## src/rtl/nibble_serial_add_ctrl.sv

```systemverilog
// Wide adder sequencer: feeds one shared combinational 4-bit adder slice one nibble
// per clock (LSB first) and publishes the full sum/carry atomically with a done pulse.
module nibble_serial_add_ctrl #(
    parameter int NIBBLES = 4
) (
    input  logic                 clk,
    input  logic                 rst,
    input  logic                 start,
    input  logic [4*NIBBLES-1:0] a,
    input  logic [4*NIBBLES-1:0] b,
    input  logic                 cin,
    output logic                 busy,
    output logic                 done,
    output logic [4*NIBBLES-1:0] sum,
    output logic                 cout,
    output logic [3:0]           add_a,
    output logic [3:0]           add_b,
    output logic                 add_cin,
    input  logic [3:0]           add_sum,
    input  logic                 add_cout
);

    localparam int W  = 4 * NIBBLES;
    localparam int IW = (NIBBLES > 1) ? $clog2(NIBBLES) : 1;

    typedef enum logic [1:0] {
        S_IDLE = 2'd0,
        S_RUN  = 2'd1,
        S_DONE = 2'd2
    } state_t;

    state_t          state_r;
    state_t          state_s;
    logic            accept_s;
    logic            last_s;
    logic [W-1:0]    a_reg_r;
    logic [W-1:0]    b_reg_r;
    logic [W-1:0]    work_r;
    logic [W-1:0]    work_s;
    logic [W-1:0]    sum_r;
    logic            carry_r;
    logic            cout_r;
    logic            busy_r;
    logic            done_r;
    logic [IW-1:0]   idx_r;

    assign last_s = (idx_r == IW'(NIBBLES - 1));

    // Next-state decode; a start in DONE is accepted exactly like one in IDLE.
    always_comb begin
        state_s  = state_r;
        accept_s = 1'b0;
        case (state_r)
            S_IDLE: begin
                if (start) begin
                    state_s  = S_RUN;
                    accept_s = 1'b1;
                end else begin
                    state_s  = S_IDLE;
                end
            end
            S_RUN: begin
                if (last_s) begin
                    state_s = S_DONE;
                end else begin
                    state_s = S_RUN;
                end
            end
            S_DONE: begin
                if (start) begin
                    state_s  = S_RUN;
                    accept_s = 1'b1;
                end else begin
                    state_s  = S_IDLE;
                end
            end
            default: begin
                state_s = S_IDLE;
            end
        endcase
    end

    // Slice operands come straight from the latched operands; forced to 0 outside RUN.
    always_comb begin
        add_a   = 4'd0;
        add_b   = 4'd0;
        add_cin = 1'b0;
        if (state_r == S_RUN) begin
            add_a   = a_reg_r[4*idx_r +: 4];
            add_b   = b_reg_r[4*idx_r +: 4];
            add_cin = carry_r;
        end else begin
            add_a   = 4'd0;
            add_b   = 4'd0;
            add_cin = 1'b0;
        end
    end

    // Work value with the current slice result merged in, so the final nibble lands in sum.
    always_comb begin
        work_s = work_r;
        if (state_r == S_RUN) begin
            work_s[4*idx_r +: 4] = add_sum;
        end else begin
            work_s = work_r;
        end
    end

    // State, operand, work and result registers.
    always_ff @(posedge clk or posedge rst) begin
        if (rst) begin
            state_r <= S_IDLE;
            a_reg_r <= '0;
            b_reg_r <= '0;
            work_r  <= '0;
            sum_r   <= '0;
            carry_r <= 1'b0;
            cout_r  <= 1'b0;
            busy_r  <= 1'b0;
            done_r  <= 1'b0;
            idx_r   <= '0;
        end else begin
            state_r <= state_s;
            busy_r  <= (state_s == S_RUN);
            done_r  <= (state_r == S_RUN) && last_s;
            if (accept_s) begin
                a_reg_r <= a;
                b_reg_r <= b;
                carry_r <= cin;
                work_r  <= '0;
                idx_r   <= '0;
            end else if (state_r == S_RUN) begin
                work_r  <= work_s;
                carry_r <= add_cout;
                idx_r   <= last_s ? '0 : idx_r + IW'(1);
                if (last_s) begin
                    sum_r  <= work_s;
                    cout_r <= add_cout;
                end
            end
        end
    end

    assign busy = busy_r;
    assign done = done_r;
    assign sum  = sum_r;
    assign cout = cout_r;

endmodule

```

## config.mk

```make
export PLATFORM = sky130hd
export DESIGN_NAME = nibble_serial_add_ctrl
export DESIGN_NICKNAME = d
export VERILOG_FILES = /design/src/rtl/nibble_serial_add_ctrl.sv
export SDC_FILE = /design/constraint.sdc
export NUM_CORES = 1
export LEC_CHECK = 0
export ABC_AREA = 1
export CELL_PAD_IN_SITES_DETAIL_PLACEMENT = 1
export CELL_PAD_IN_SITES_GLOBAL_PLACEMENT = 2
export CORE_UTILIZATION = 25
export CTS_BUF_LIST = sky130_fd_sc_hd__clkbuf_8
export CTS_CLUSTER_DIAMETER = 60
export CTS_CLUSTER_SIZE = 25
export DETAILED_ROUTE_END_ITERATION = 16
export GPL_ROUTABILITY_DRIVEN = 0
export GPL_TIMING_DRIVEN = 0
export PLACE_DENSITY = 0.67
export SYNTH_ARGS = -nofsm -noshare
export SYNTH_HDL_FRONTEND = slang
export SYNTH_SLANG_ARGS = --single-unit
```

## constraint.sdc

```tcl
create_clock -name clk -period 5.1 [get_ports clk]
set_input_delay 1.02 -clock clk [delete_from_list [all_inputs] [get_ports clk]]
set_output_delay 1.02 -clock clk [all_outputs]
set_load 0.005 [all_outputs]
```

==> metrics list, run 1 <==
- The run finished with clean final reports.
- Once placement completed, the tool counted placed cells totaling 693.
- Cells fill 33.87% of the core in the end.
* Xor-xnor portion of the synthesized cell area: 0%
- In this run the critical register-to-register path is captured at work_r[5].
* Synthesis warning total: 0
- Traced cell by cell, the critical path runs through clkinv_1, nor2_1, o21ai_0, a21oi_1, clkdlybuf4s50_1.
- Core Box Area: 0.01330 sq mm
- Die Height: 119.0 um
- Ranked by total cell area, the synthesized netlist is headed by dfrtp_1, nand2_1, nor2_1.
* Amount of wire on met3 after detailed routing: 281 um
- Of the cells placed in the final design, the portion with a size suffix greater than 1 is 7.170%.
* DIE AREA: 0.01415 sq mm
- Number of iterations in the first detailed-routing pass: 4
- Effective utilization at floorplan: 25.72%
* Post-Synth Adder-Cell Area: 2.195%
* Total of max-cap violations: 0
- Setup violations remaining at the end of the flow were counted as 0.
* Cts-stage hold buffer count: 0
- Largest buffer count on any clock path: 2
* CTS buffer count: 9
- After detailed routing, the total wire length is 9.807 mm.
* Quantity of gates resized following cts: 0
* Power per standard cell area: 580.0 mW/mm^2
* Routed length per placed instance: 13.89 um
* R2R Path Start: idx_r[1]
- Dividing the final minimum period by the clock period gives 63.09%.
- Summing all flip-flop and latch instances after layout gives 0.001802 sq mm.
- CP max-delay cell: clkdlybuf4s50_1
- Antenna violations before repair: 0
* Drt first-iter violations: 106
- In the routed design, unresolved DRC markers number 0.
* Simple-gate share of the synthesized area: 32.05%
- # diodes: 0
* Worst reg2reg path depth: 8
- After global routing the overflow that remains totals 0.
- IO Count: 69
- Nets@finish: 575
- Number of fillers in the final layout: 1635
- Min cycle time layout: 3.218 ns
- Among cell families on the critical path, the largest total delay comes from buffers and inverters.
* Number of max-slew violations in the final report: 0
* Htree depth: 3
- For the final routed database, the setup TNS stands at 0 ns.
* Required time of the critical path: 4.08 ns
* Amount of wire on met2 after detailed routing: 4.515 mm
- R2R Setup Slk: 3.09 ns
* Clock root buffer master: clkbuf_8
- Most common cell after layout, fill and taps aside: nand2_1
* Remaining max-slew budget at the tightest pin: 63.39%
- Summing all multi-input logic gate instances after layout gives 0.001368 sq mm.
- Before CTS, the worst setup slack after placement is 2.232 ns.
- By area, the combinational part of the netlist is dominated by simple AND/OR/NAND/NOR gates.
* IO buf count: 68
- Worst-case hold path end point: sum[6]
- Highest metal used: met4
- Hold Path Class: reg -> reg
- Area added between synthesis and finish: 31.69%
- Least setup slack across all paths after layout: 1.882 ns
- Maximum clock skew at final layout: 0.008556 ns
- Wl on met1: 4.811 mm
- Fmax: 0.3108 GHz
- Summing every instance area after synthesis gives 0.003420 sq mm.
- Clock latency on the worst-skew pair, taken at its later pin, is 0.36 ns.
- Post-CTS Setup Inserts: 0
* Pin count of the biggest net entering global routing: 39
- The number of buffers and inverters on the critical path is 2.
- Across all hold checks on the routed design, the worst slack comes to 0.4794 ns.
- Biggest area consumer among synthesized cells: dfrtp_1
- The first global-routing pass estimated 16.76 mm of wire.
- Clock sinks: 72
- Register area share after synthesis: 52.69%
- Setup repair after global routing left no endpoint under its margin.
- The number of global-route vias before repair was 3283.
- Overall via count from detail_route: 2994
- Startpoint type of the worst setup path: register
- TritonCTS built the clock tree.
- Clock-pin slew was measured on the worst setup and hold paths at 0.08 ns.
- Synthesis inferred 72 register bits.
- The setup path with the least slack is of type reg -> out.
* Worst Path Arrival: 2.20 ns
- Largest stage delay on the critical path: 0.54 ns
* Hold Vio Cnt, Final: 0
* Peak supply drop: 0.1754 mV
- Synthesis instantiated 21 different standard cells from the library.
* Detailed placer's ending HPWL: 7.199 mm
- Worst setup EP type: output port
- The worst hold path passes through 2 cells.
- Via/cell ratio: 4.241
- In the synthesized netlist, the number of instances is 448.
- The finished layout holds 706 standard cells, fillers aside.
* HP Start: sum[6]
- Synthesized Nets: 495
- Final antenna-violating net count: 0
- Global routing consumed, over all layers together, 15.50% of the routing resources.
* Avg Inst Size Synth: 7.633 sq um
- The analysis attributes to cell leakage a power of 2.330 nW.
* Critical path depth: 5
* Multiplexer fraction of the synthesized cell area: 0%
* Top library cells by usage in the layout, fill and taps aside: nand2_1, dfrtp_1, clkdlybuf4s50_1, nor2_1, inv_1
- At the pin with the least slew margin, the transition time is 0.5492 ns.
- Along the worst path, the maximum fanout reaches 10.
- Total number of placement rows: 42
* Proportion of netlist area held by the largest area contributor: 52.69%
- From left edge to right edge, the die measures 119.0 um.
* Post-synthesis compound-gate area fraction: 5.745%
## state kept, by name, summed over array words and instances, names as in the netlist
signal	count
a_reg_r	16
b_reg_r	16
sum	16
work_r	16
idx_r	2
state_r	2
busy	1
carry_r	1
cout	1
done	1
## worst register-to-register path: cells and delay by family (launching register included)
kind / cells / cell delay [ns]
simple gates: 5 / 0.65
fa+ha+maj: 1 / 0.44
flops: 1 / 0.43
buf+inv: 2 / 0.44
## power breakdown
part | internal, mW | leakage (nW) | switching [mW]
clock | 0.193 | 0.0883 | 0.210
sequential | 0.828 | 0.936 | 0.125
combinational | 0.533 | 1.31 | 0.723
total | 1.55 | 2.33 | 1.06
## cell families after synthesis
logic type | Yosys count
compound gates | 37
flops | 72
simple gates | 280
buf+inv | 53
fa+ha+maj | 6
## how the worst max path moves through the flow
stage                     startpoint         end
after CTS                   idx_r[1]    add_a[3]
final                       idx_r[1]    add_a[3]
after global placement           rst     sum[15]
after global routing        idx_r[1]    add_a[3]
after detailed placement    idx_r[1]    add_a[3]
after floorplan                  rst  a_reg_r[0]
## metal layers
metal | vias up | track usage (%)
li1 | 1518 | -
met1 | 1413 | 19.68
met2 | 51 | 25.62
met3 | 12 | 2.730
met4 | 0 | 7.120
met5 | - | 0
## cell usage after synthesis
cell        n
o211ai_1    4
clkinv_1    1
buf_1       1
nand2_2     3
o21ai_1     7
inv_1      30
nor2_2      1
nand3_1    15
o21ai_0    17
clkbuf_1    2
nand2_1   228
buf_2       5
buf_4       6
buf_6       3
ha_1        6
inv_2       5
nor2_8      1
dfrtp_1    72
a21oi_1     8
nor2_1     32
o22ai_1     1
## through the flow
stage	instance area (sq um)	power (mW)
after floorplan	3420	1.690
after global placement	4320	2.220
after detailed placement	4343	2.253
after CTS	4503	2.677
after global routing	4503	2.865
final	4503	2.612
## area by class of cell
cell class                      instances  area share (%)
Sequential cell                        72           40.01
Multi-Input combinational cell        323           30.37
Timing Repair Buffer                   69           15.56
Tap cell                              176           4.890
Clock buffer                           11           3.362
Inverter                               36           3.056
Buffer                                 17           2.556
Clock inverter                          2          0.1945
Power figures use the tool's default switching activity.
==> run 2, diff against run 1 <==
==> constraint.sdc (replaced) <==
create_clock -name clk -period 3.01 [get_ports clk]
set_input_delay 0.602 -clock clk [delete_from_list [all_inputs] [get_ports clk]]
set_output_delay 0.602 -clock clk [all_outputs]
set_load 0.005 [all_outputs]
==> results of run 2 <==
Same layout as run 1 (identical final DEF). Status: complete, no violations.
Among the figures that moved: setup slack after placement 2.232 ns -> 0.5600 ns; setup slack after layout 1.882 ns -> 0.2103 ns; register-to-register setup slack 3.09 ns -> 1.00 ns; total power 2.612 mW -> 4.425 mW; worst IR drop on VDD 0.1754 mV -> 0.2972 mV
